`config.mk`:
```
export PLATFORM = sky130hd
export DESIGN_NAME = hiscore_ram_responder
export DESIGN_NICKNAME = d
export VERILOG_FILES = /design/src/rtl/hiscore_ram_responder.sv
export SDC_FILE = /design/constraint.sdc
export NUM_CORES = 1
export LEC_CHECK = 0
export CAP_MARGIN = 20
export CORE_ASPECT_RATIO = 1.5
export CORE_MARGIN = 1.5
export CORE_UTILIZATION = 44
export CTS_BUF_LIST = sky130_fd_sc_hd__clkbuf_16
export DETAILED_ROUTE_END_ITERATION = 8
export PLACE_DENSITY = 0.89
export SLEW_MARGIN = 20
export SYNTH_ARGS = -nofsm -noshare
export SYNTH_HDL_FRONTEND = slang
export SYNTH_SLANG_ARGS = --single-unit
export TNS_END_PERCENT = 1
```
`constraint.sdc`:
```
create_clock -name clock_18 -period 2.4 [get_ports clock_18]
set_clock_uncertainty 0.1 [all_clocks]
set_input_delay 0.36 -clock clock_18 [delete_from_list [all_inputs] [get_ports clock_18]]
set_output_delay 0.36 -clock clock_18 [all_outputs]
set_load 0.1 [all_outputs]
```
`src/rtl/hiscore_ram_responder.sv`:
```
// hiscore_ram_responder: pauses the CPU and borrows the work-RAM port for one hiscore access.
//   clock_18, reset                           : clock, synchronous active-high reset
//   hs_address, hs_data_in, hs_write, hs_read : hiscore engine request (single-cycle strobes)
//   hs_data_out, hs_ack, hs_busy              : read data, completion pulse, busy flag
//   pause_req, paused                         : CPU pause handshake
//   cpu_addr, cpu_din, cpu_we                 : CPU side of the RAM bus
//   ram_addr, ram_din, ram_we, ram_dout       : single-port work RAM
module hiscore_ram_responder #(
    parameter int ADDR_W      = 11,
    parameter int DATA_W      = 8,
    parameter int RAM_LATENCY = 1,
    parameter int SETTLE      = 2,
    parameter int LINGER      = 16
) (
    input  logic              clock_18,
    input  logic              reset,
    input  logic [ADDR_W-1:0] hs_address,
    input  logic [DATA_W-1:0] hs_data_in,
    input  logic              hs_write,
    input  logic              hs_read,
    output logic [DATA_W-1:0] hs_data_out,
    output logic              hs_ack,
    output logic              hs_busy,
    output logic              pause_req,
    input  logic              paused,
    input  logic [ADDR_W-1:0] cpu_addr,
    input  logic [DATA_W-1:0] cpu_din,
    input  logic              cpu_we,
    output logic [ADDR_W-1:0] ram_addr,
    output logic [DATA_W-1:0] ram_din,
    output logic              ram_we,
    input  logic [DATA_W-1:0] ram_dout
);
    typedef enum logic [2:0] {S_IDLE, S_WAIT, S_SETTLE, S_ACCESS, S_RWAIT, S_DONE} state_t;
    state_t            state, state_n;
    logic [3:0]        cnt, cnt_n;
    logic [7:0]        lcnt, lcnt_n;
    logic [ADDR_W-1:0] addr_q;
    logic [DATA_W-1:0] din_q, data_q;
    logic              wr_q, owner_hs, req;
    assign req = hs_read | hs_write;
    always_comb begin
        state_n = state;
        cnt_n   = cnt;
        lcnt_n  = (lcnt != 8'd0) ? lcnt - 8'd1 : 8'd0;
        case (state)
            S_IDLE:   if (req) state_n = (lcnt != 8'd0 && paused) ? S_ACCESS : S_WAIT;
            S_WAIT:   if (paused) begin
                          state_n = S_SETTLE;
                          cnt_n   = 4'(SETTLE);
                      end
            S_SETTLE: if (!paused) state_n = S_WAIT;
                      else if (cnt == 4'd1) state_n = S_ACCESS;
                      else cnt_n = cnt - 4'd1;
            S_ACCESS: if (wr_q || RAM_LATENCY == 1) state_n = S_DONE;
                      else begin
                          state_n = S_RWAIT;
                          cnt_n   = 4'(RAM_LATENCY - 1);
                      end
            S_RWAIT:  if (cnt == 4'd1) state_n = S_DONE;
                      else cnt_n = cnt - 4'd1;
            S_DONE:   begin
                          state_n = S_IDLE;
                          lcnt_n  = 8'(LINGER);
                      end
            default:  state_n = S_IDLE;
        endcase
    end
    always_ff @(posedge clock_18) begin
        if (reset) begin
            state  <= S_IDLE;
            cnt    <= '0;
            lcnt   <= '0;
            addr_q <= '0;
            din_q  <= '0;
            wr_q   <= 1'b0;
            data_q <= '0;
        end else begin
            state <= state_n;
            cnt   <= cnt_n;
            lcnt  <= lcnt_n;
            if (state == S_IDLE && req) begin
                addr_q <= hs_address;
                din_q  <= hs_data_in;
                wr_q   <= hs_write;
            end
            if (state == S_DONE && !wr_q) data_q <= ram_dout;
        end
    end
    // The port is handed over one cycle early (last settle cycle) so the
    // address is stable before ACCESS; a pause dropout cancels the handover.
    assign owner_hs = state == S_ACCESS || state == S_RWAIT || state == S_DONE ||
                      (state == S_SETTLE && cnt == 4'd1 && paused);
    assign ram_addr = owner_hs ? addr_q : cpu_addr;
    assign ram_din  = owner_hs ? din_q : cpu_din;
    assign ram_we   = owner_hs ? (state == S_ACCESS && wr_q) : cpu_we;
    assign hs_busy  = state != S_IDLE;
    assign hs_ack   = state == S_DONE;
    // Pause stays requested while busy and through the linger window after an ack.
    assign pause_req = hs_busy || lcnt != 8'd0;
    // Read data is presented in the ack cycle straight from the RAM, then held.
    assign hs_data_out = (state == S_DONE && !wr_q) ? ram_dout : data_q;
endmodule

```
==> out/metrics.csv <==
metric,value,unit
CTS sink cnt,43,
Total Routing Usage GR,0.2810,
port bufs,82,
CP max FO,5,
dpl hpwl,4.589,mm
average vias per placed instance,5.441,
Max-slew headroom,0.6313,
clock buffer count from CTS,5,
Clock transition at path regs,60,ps
share of cells above drive strength 1,0.3029,
post-route ant nets,0,
syn nets,294,
adder-cell area share of the yosys netlist,0.01722,
Die Wd,60.47,µm
Non-Filler Instances,406,
Post-synth EDFFs,0,
met3 Use GR,0.06946,
std cell rows,31,
Fillers,309,
worst path arrival time,2140,ps
DRC errors left,0,
Power Total,5.035,mW
clk root buf,clkbuf_16,
CP max stage delay,320,ps
"Slowest-stage cell, CP",dfxtp_2,
initial antenna violation count,0,
CP cell instances,inv_2 -> ha_4 -> nor3b_4 -> a21oi_2 -> o21ai_4 -> buf_6 -> buf_16 -> mux2_4 -> buf_12,
Final Hold Vio Count,0,
Syn Inst Count,239,
placed insts,386,
asr flop ratio synth,0,
WP buf/inv,4,
FMAX,385.0,MHz
Post-CTS Hold Buffers,0,
Avg Synthesized Cell Area,9.120,µm²
"Cell Area, Placed",3428,µm²
Util after Layout,0.7833,
setup violators final,20,
power per cell area,1336,nW/µm²
total number of vias,2209,
initial core utilization,0.4532,
largest family of logic cells by synthesized area,simple AND/OR/NAND/NOR gates,
Worst setup SP type,flop,
fin. max-slew vios,0,
setup_tns,-3351,ps
nets,395,
post-synthesis mux area share,0.1613,
GR Overflow Total,0,
Synth Area in Simple Gates,0.2164,
worst endpoint required time,1940,ps
status,"complete, but fails checks",
Tmin final,2597,ps
TritonCTS clock tree,done,
most used flip-flop cell after synthesis,dfxtp_1,
final cycle utilization of the critical path,1.082,
# IOs,83,
yosys warns,0,
met2 GRT Util,0.5306,
"Design Area, Final",3767,µm²
Pleak,1.548,nW
Setup CP Type,reg -> out,
sequential share of the synthesized area,0.3949,
failing checks,setup timing,
"commonest non-fill, non-tap cell in the layout",clkdlybuf4s50_1,
global routing's busiest layer,met2,
GP Congestion,0.8994,
Synth-to-Final Area Change,72.85,%
pin slew with the least headroom to its limit,548.0,ps
Yosys cell types,46,
n_diodes,0,
met1 Use GR,0.2643,
Core ar.,4810,µm²
Mapped Area,2180,µm²
die area,5393,µm²
drt total wl,7.179,mm
H-tree depth,2,
largest net degree at the start of global routing,24,
worst hold-check path type,reg -> reg,
Max Buffers Root-to-Sink,2,
DRT Pass-1 Iters,4,
xor/xnor share of the synthesized area,0.02411,
Compound-Gate Fraction of Synth Area,0.1378,
Crit path max-delay family,buffers and inverters,
Iteration-0 DRC Markers,105,
endpoint class of the critical path,output pin,
RSZ-0062 raised after global routing,true,
DIE HEIGHT,89.20,µm
VDD IR max,1234,µV
Max-Cap Viols,0,
clock latency on the worst-skew pair,290,ps
setup ws final,-197.3,ps
"FF+latch count, synth",43,
first-pass GRT wire length,11.06,mm
drt wl/cell,17.68,µm
number of global-route vias before repair,2265,
"commonest cells after routing, fill and taps aside","clkdlybuf4s50_1, nand2_1, dfxtp_1, buf_12, a21oi_1",
==> metrics by stage <==
stage	hold slack (ps)	setup slack, ps
final	359.7	-197.3
after floorplan	332.9	119.0
after detailed placement	348.6	40.53
after global placement	340.4	83.18
after global routing	384.1	-266.8
after CTS	358.3	-152.8
==> final cells by class <==
type	instances	area (µm²)	share of cell area
Inverter	9	33.78	0.008967
Clock inverter	2	8.758	0.002325
Tap cell	66	82.58	0.02192
Timing Repair Buffer	105	1375	0.3650
Clock buffer	5	125.1	0.03321
Multi-Input combinational cell	176	1279	0.3394
Sequential cell	43	863.3	0.2292
==> timing repair <==
| action | CTS | global route |
|---|---|---|
| endpoints found under the setup margin | 19 | 20 |
| gates cloned | 3 | 0 |
| buffers inserted | 9 | 2 |
| gates resized for setup | 21 | 1 |
| pin swaps | 2 | 2 |
==> synthesized netlist by cell type (2+ instances only) <==
cell,n,area [µm²]
mux2_4,10,150.1
xnor2_1,3,26.28
nor2b_1,10,62.56
a21oi_1,24,120.1
mux2_2,17,191.4
xor2_1,3,26.28
buf_4,3,22.52
ha_1,3,37.54
buf_2,2,10.01
clkbuf_1,5,18.77
a31oi_1,2,12.51
nor2_1,13,48.80
a211oi_1,4,30.03
nand3_1,3,15.01
nand2_1,46,172.7
inv_1,8,30.03
dfxtp_1,43,860.8
nor3_1,5,25.02
o21ai_0,4,20.02
nand3b_1,2,15.01
nand2b_1,4,25.02
==> final timing paths <==
path / cells after the start / slack (ps) / end / from
max reg2reg: 6 / 420 / addr_q[3]$_SDFFE_PP0P_ / state[0]$_SDFFE_PP0P_
min: 2 / 360 / din_q[2]$_SDFFE_PP0P_ / din_q[2]$_SDFFE_PP0P_
min reg2reg: 2 / 360 / din_q[2]$_SDFFE_PP0P_ / din_q[2]$_SDFFE_PP0P_
max: 9 / -200 / ram_din[5] / cnt[1]$_SDFFE_PP0P_
==> worst register-to-register path, delay by kind of cell (launching register included) <==
kind / cells / cell delay (ps)
buffers and inverters: 2 / 350
AND/OR/NAND/NOR: 3 / 850
AO/OA/AOI/OAI: 1 / 220
flip-flops: 1 / 380
==> kinds of logic after synthesis <==
logic type	after synthesis
adder cells (fa/ha/maj)	3
buffers and inverters	20
AND/OR/NAND/NOR	93
XOR/XNOR	6
AO/OA/AOI/OAI	46
multiplexers	28
flip-flops	43
==> power breakdown <==
part / switching (mW) / total, mW / internal, mW
registers: 0.179 / 1.09 / 0.909
logic: 1.93 / 3.30 / 1.37
clock network: 0.274 / 0.648 / 0.374
==> per-layer routing <==
metal	routed length (µm)	part of all wire	vias to the layer above
li1	-	-	1023
met1	2392	0.33	1077
met2	3999	0.56	84
met3	492	0.069	25
met4	295	0.041	0
met5	0	0	-
==> flip-flops by register name, indices dropped and copies added, names as in the netlist <==
signal	cells
addr_q	11
cnt	4
data_q	8
din_q	8
lcnt	8
state	3
wr_q	1
Power figures use the tool's default switching activity.
